`src/rtl/mips_pkg.sv`:
```
// Shared definitions for the CPU control path: opcodes seen at jump control,
// the interrupt vector address and the interrupt controller FSM state type.
package mips_pkg;

  localparam logic [5:0] OP_RET = 6'b010000;
  localparam logic [5:0] OP_JMP = 6'b011000;
  localparam logic [5:0] OP_JV  = 6'b011100;
  localparam logic [5:0] OP_JNV = 6'b011101;
  localparam logic [5:0] OP_JZ  = 6'b011110;
  localparam logic [5:0] OP_JNZ = 6'b011111;

  // Jump control redirects here on an accepted interrupt.
  localparam logic [15:0] IRQ_VECTOR = 16'hF000;

  typedef enum logic [1:0] {
    ST_IDLE    = 2'd0,
    ST_FIRE    = 2'd1,
    ST_HOLD    = 2'd2,
    ST_SERVICE = 2'd3
  } irq_state_t;

  // True for any opcode that is about to use the return-address/flags path.
  function automatic logic is_flow_op(input logic [5:0] op);
    return (op == OP_RET) || (op == OP_JMP) || (op == OP_JV) ||
           (op == OP_JNV) || (op == OP_JZ)  || (op == OP_JNZ);
  endfunction

endpackage

```
`src/rtl/irq_edge_detect.sv`:
```
// Rising-edge detector for the interrupt request lines.
// Define IRQ_SYNC_EN to insert a 2-flop synchronizer ahead of the detector.
module irq_edge_detect #(
  parameter int WIDTH = 4
) (
  input  logic             clk,
  input  logic             reset,
  input  logic [WIDTH-1:0] i_src,
  output logic [WIDTH-1:0] o_edge
);

  logic [WIDTH-1:0] w_src;
  logic [WIDTH-1:0] r_src_q;

`ifdef IRQ_SYNC_EN
  logic [WIDTH-1:0] r_sync1;
  logic [WIDTH-1:0] r_sync2;

  always_ff @(posedge clk or negedge reset) begin
    if (!reset) begin
      r_sync1 <= '0;
      r_sync2 <= '0;
    end else begin
      r_sync1 <= i_src;
      r_sync2 <= r_sync1;
    end
  end

  assign w_src = r_sync2;
`else
  assign w_src = i_src;
`endif

  always_ff @(posedge clk or negedge reset) begin
    if (!reset) begin
      r_src_q <= '0;
    end else begin
      r_src_q <= w_src;
    end
  end

  assign o_edge = w_src & ~r_src_q;

endmodule

```
`src/rtl/interrupt_controller.sv`:
```
// Edge-latched, masked, fixed-priority interrupt controller feeding jump control.
// Optional IRQ_SYNC_EN adds input synchronizers (2 extra cycles of latency).
module interrupt_controller
  import mips_pkg::*;
#(
  parameter int NUM_SRC = 4,
  parameter int HOLDOFF = 2
) (
  input  logic               clk,
  input  logic               reset,
  input  logic [NUM_SRC-1:0] irq_src,
  input  logic [5:0]         op,
  input  logic               mask_we,
  input  logic [NUM_SRC-1:0] mask_wdata,
  output logic               interrupt,
  output logic [3:0]         irq_id,
  output logic               in_service,
  output logic [NUM_SRC-1:0] pending,
  output logic [1:0]         o_dbg_state
);

  localparam int HCW = (HOLDOFF > 1) ? $clog2(HOLDOFF) : 1;
  localparam logic [HCW-1:0] HOLD_LAST = HCW'(HOLDOFF - 1);

  irq_state_t         r_state;
  irq_state_t         w_state_nxt;
  logic [HCW-1:0]     r_hold_cnt;
  logic [NUM_SRC-1:0] r_mask;
  logic [NUM_SRC-1:0] r_pending;
  logic [3:0]         r_irq_id;

  logic [NUM_SRC-1:0] w_edge;
  logic [NUM_SRC-1:0] w_req;
  logic [NUM_SRC-1:0] w_grant_vec;
  logic [NUM_SRC-1:0] w_clr;
  logic [3:0]         w_grant_idx;
  logic               w_fire;

  irq_edge_detect #(
    .WIDTH (NUM_SRC)
  ) u_edge (
    .clk    (clk),
    .reset  (reset),
    .i_src  (irq_src),
    .o_edge (w_edge)
  );

  // Grant always sees the registered mask, so a same-cycle mask write is not yet visible.
  assign w_req = r_pending & r_mask;

  always_comb begin
    w_grant_idx = '0;
    w_grant_vec = '0;
    for (int i = NUM_SRC - 1; i >= 0; i--) begin
      if (w_req[i]) begin
        w_grant_idx    = 4'(i);
        w_grant_vec    = '0;
        w_grant_vec[i] = 1'b1;
      end
    end
  end

  always_comb begin
    w_state_nxt = r_state;
    w_fire      = 1'b0;
    case (r_state)
      ST_IDLE: begin
        if ((|w_req) && !is_flow_op(op)) begin
          w_state_nxt = ST_FIRE;
          w_fire      = 1'b1;
        end
      end
      ST_FIRE: w_state_nxt = ST_HOLD;
      // RET is deliberately not looked at while jump control is still capturing flags.
      ST_HOLD: begin
        if (r_hold_cnt == HOLD_LAST) begin
          w_state_nxt = ST_SERVICE;
        end
      end
      ST_SERVICE: begin
        if (op == OP_RET) begin
          w_state_nxt = ST_IDLE;
        end
      end
      default: w_state_nxt = ST_IDLE;
    endcase
  end

  always_ff @(posedge clk or negedge reset) begin
    if (!reset) begin
      r_state <= ST_IDLE;
    end else begin
      r_state <= w_state_nxt;
    end
  end

  always_ff @(posedge clk or negedge reset) begin
    if (!reset) begin
      r_hold_cnt <= '0;
    end else if (r_state == ST_HOLD) begin
      r_hold_cnt <= r_hold_cnt + 1'b1;
    end else begin
      r_hold_cnt <= '0;
    end
  end

  always_ff @(posedge clk or negedge reset) begin
    if (!reset) begin
      r_mask <= '0;
    end else if (mask_we) begin
      r_mask <= mask_wdata;
    end
  end

  // A new edge on the granted source is ORed in after the clear, so it survives.
  assign w_clr = w_fire ? w_grant_vec : '0;

  always_ff @(posedge clk or negedge reset) begin
    if (!reset) begin
      r_pending <= '0;
    end else begin
      r_pending <= (r_pending & ~w_clr) | w_edge;
    end
  end

  always_ff @(posedge clk or negedge reset) begin
    if (!reset) begin
      r_irq_id <= '0;
    end else if (w_fire) begin
      r_irq_id <= w_grant_idx;
    end
  end

  // interrupt is a state decode: one cycle wide, no path from irq_src, no ready.
  assign interrupt   = (r_state == ST_FIRE);
  assign in_service  = (r_state != ST_IDLE);
  assign irq_id      = r_irq_id;
  assign pending     = r_pending;
  assign o_dbg_state = r_state;

endmodule

```
`config.mk`:
```
export PLATFORM = sky130hd
export DESIGN_NAME = interrupt_controller
export DESIGN_NICKNAME = d
export VERILOG_FILES = /design/src/rtl/mips_pkg.sv /design/src/rtl/irq_edge_detect.sv /design/src/rtl/interrupt_controller.sv
export SDC_FILE = /design/constraint.sdc
export NUM_CORES = 1
export LEC_CHECK = 0
export ABC_AREA = 0
export CAP_MARGIN = 20
export CORE_ASPECT_RATIO = 0.9
export CORE_MARGIN = 2
export CORE_UTILIZATION = 35
export CTS_CLUSTER_DIAMETER = 200
export CTS_CLUSTER_SIZE = 28
export DETAILED_ROUTE_END_ITERATION = 7
export PLACE_DENSITY = 0.67
export SLEW_MARGIN = 20
export SYNTH_ARGS = -nofsm -noshare
export SYNTH_HDL_FRONTEND = slang
export SYNTH_HIERARCHICAL = 1
export SYNTH_SLANG_ARGS = --single-unit
```
`constraint.sdc`:
```
create_clock -name clk -period 2.1 [get_ports clk]
set_clock_uncertainty 0.15 [all_clocks]
set_input_delay 0.42 -clock clk [delete_from_list [all_inputs] [get_ports clk]]
set_output_delay 0.42 -clock clk [all_outputs]
set_load 0.01 [all_outputs]
```
==> results of run 1 <==
[logic make-up after synthesis]
kind of cell / after synthesis
simple gates: 17
flops: 17
compound gates: 15
buf+inv: 8
mux: 7
fa+ha+maj: 5
other cells: 1
[placed cells by master (no fill, tap or decap), types with 3 or more instances in the layout]
cell type	n
ha_1	5
nand2_1	3
clkdlybuf4s50_1	24
inv_1	5
nor2b_4	4
mux2_2	4
buf_4	4
nand4_1	3
clkbuf_4	3
dfrtp_1	17
a21o_1	4
[metrics by stage]
step | power [mW] | util
finish | 1.37 | 0.503
global route | 1.48 | 0.503
CTS | 1.39 | 0.502
detailed placement | 1.20 | 0.485
global placement | 1.18 | 0.485
floorplan | 0.924 | -
[report_power, final]
group	total [mW]	internal, mW	leakage, nW	switching [mW]
Clock	0.172	0.0708	0.0177	0.102
Sequential	0.484	0.417	0.193	0.0674
Combinational	0.709	0.414	0.347	0.295
Total	1.37	0.901	0.558	0.464
[layer usage]
| layer | vias to the layer above | wire length (um) | global-route usage |
|---|---|---|---|
| li1 | 307 | - | - |
| met1 | 284 | 717 | 0.155 |
| met2 | 23 | 742 | 0.189 |
| met3 | 4 | 125 | 0.0370 |
| met4 | 0 | 49 | 0.0930 |
| met5 | - | 0 | 0 |
[sequential cells by signal, summed over array words and instances (netlist names)]
signal,flops
irq_id,2
o_dbg_state,2
pending,4
r_hold_cnt,1
r_mask,4
u_edge/r_src_q,4
[timing repair]
| action | 4_1_cts | 5_1_grt |
|---|---|---|
| hold endpoints to repair | 0 | 0 |
| hold buffers | 0 | 0 |
| gates resized for setup | 1 | 1 |
| endpoints found under the setup margin | 2 | 1 |
| pin swaps | 0 | 0 |
| buffers inserted | 2 | 0 |
[Yosys cell counts]
master / count
dfrtp_1: 17
ha_1: 5
inv_1: 5
a21o_1: 4
mux2_2: 4
nor2b_4: 4
nand2_1: 3
nand4_1: 3
a21boi_0: 2
a31oi_1: 2
buf_4: 2
mux2_4: 2
o211ai_2: 2
a21bo_1: 1
a22oi_1: 1
a22oi_2: 1
a31oi_4: 1
and2_4: 1
and2b_2: 1
and2b_4: 1
buf_6: 1
conb_1: 1
mux2i_1: 1
nand3_1: 1
nor2_1: 1
nor3_2: 1
nor4_1: 1
o21ai_4: 1
[how the worst min path moves through the flow]
stage	from	end	cells past startpoint
6_report	reset	u_edge/r_src_q[1]	2
5_1_grt	reset	irq_id[1]	2
4_1_cts	reset	u_edge/r_src_q[1]	2
3_5_place_dp	irq_id[0]	irq_id[0]	1
3_3_place_gp	irq_id[0]	irq_id[0]	1
2_1_floorplan	reset	irq_id[0]	0
[worst max-delay path: cells and delay by family (launching register included)]
kind | cells | cell delay, ps
adders and majority gates | 1 | 190
buffers and inverters | 3 | 460
DFF | 1 | 380
[area by class of cell]
cell class	instances	area share
tap	28	0.0282
inverter	5	0.0151
sequential	17	0.343
timing repair buffer	30	0.235
clock inverter	1	0.00403
multi-input combinational	46	0.357
clock buffer	3	0.0181
==> reports/metrics.cfg, run 1 <==
[outcome]
status = completed

[sta]
setup_viol = 0
hold_viol = 0
hold_ws_ps = 294
layout_min_cycle_time_ps = 1890
drv_slew = 0
rsz0062_at_grt = false
fin_crit_sh = 0.899
fin_setup_tns_ps = 0
setup_slack_ps = 211
max_freq_ghz = 0.529

[route]
dr.pass1.iters = 2
routed_wl_mm = 1.64
drc_errors = 0
dr_total_vias = 618
viasPerCell = 4.75
wl_per_cell_um = 12.6
antenna_left = 0
first_iter_violations = 3

[cells_and_area]
fillers = 245
fin_cells = 130
multi_input_area_um2 = 443
drive_above_1_share = 0.265
design_area_um2 = 1240
nets = 125
area_delta_synth_final_pct = 36.5
antenna_cells = 0
seq_area_um2 = 425

[setup_path]
cp-startpoint = o_dbg_state[0]
required_ps = 1530
slowest_delay_ps = 380
r2r_setup_slack_ps = 360
cp_max_fo = 4
r2r-end = o_dbg_state[1]
critical_path_class = reg -> out
worst_r2r_path_depth = 6
worstReg2RegStart = o_dbg_state[1]
crit_chain = inv_1 -> ha_1 -> inv_1 -> dlygate4sd2_1
arrival_ps = 1320
critPathLaunchType = register
crit_slowest_cell = dfrtp_1
critPathCapture = in_service
worst_setup_path_end_kind = primary output
crit_top_cell = inv_1

[cts]
cts-root-buf = clkbuf_4
numCtsBuffers = 3
path_clk_slew_ps = 100
cts.sinks = 17
clkLatencyLatePin_ps = 290
cts_tree = built
clock_path_buffers = 2
htree_levels = 1

[placed_design]
globalplace.congestion = 0.716
dpl.cell_count = 124
io_buffer_count = 26
pre_cts_ws_ps = 47.6
post_dp_cell_area_um2 = 1200
hpwl_mm = 1.29

[synth]
synth_xor_area_frac = 0
yosysWarnings = 6
synth_adder_area_share = 0.0688
synth_compound_area_frac = 0.165
yosys.area.top_type = dfrtp_1
synth_area_um2 = 910
synth_top_family_by_area = compound AO/OA/AOI/OAI gates
synth_area_per_cell_um2 = 13.0
muxShareOfSynthArea = 0.0935
synth-seq-cells = 17
synth-simple-area-share = 0.151
synthTopCellsByArea = dfrtp_1 (47%), ha_1 (6.9%), nor2b_4 (6.1%)
synth_cell_types = 28
yosys.area.top_type_share = 0.468
netlist_instances = 70
yosysSeqAreaShare = 0.468

[floorplan]
start_util = 0.369
core_area_um2 = 2470
die_h_um = 52.4
rows = 17
boundaryPins = 29
fp.dieW_um = 57.7
die_area_um2 = 3020

[global_routing]
grt_usage = 0.127
grt_max_degree = 18
grt_pass1_wl_mm = 2.73
grt_pass1_vias = 617
antenna_found_initial = 0
gr-total-overflow = 0

[power_and_ir_drop]
leakage_nw = 0.558
peakVddDrop_mv = 0.653
powerDensity_nw_per_um2 = 1100

[worst_hold_path]
hold_class = in -> async

[job]
cap_viol_max_count = 0

Note: power is estimated with default switching activity, not from simulation.
==> run 2, diff against run 1 <==
--- a/config.mk
+++ b/config.mk
@@ -13,6 +13,7 @@
 export CTS_CLUSTER_DIAMETER = 200
 export CTS_CLUSTER_SIZE = 28
 export DETAILED_ROUTE_END_ITERATION = 7
+export GPL_TIMING_DRIVEN = 1
 export PLACE_DENSITY = 0.67
 export SLEW_MARGIN = 20
 export SYNTH_ARGS = -nofsm -noshare
==> results of run 2 <==
Final layout, timing and power as in run 1 (identical DEF).
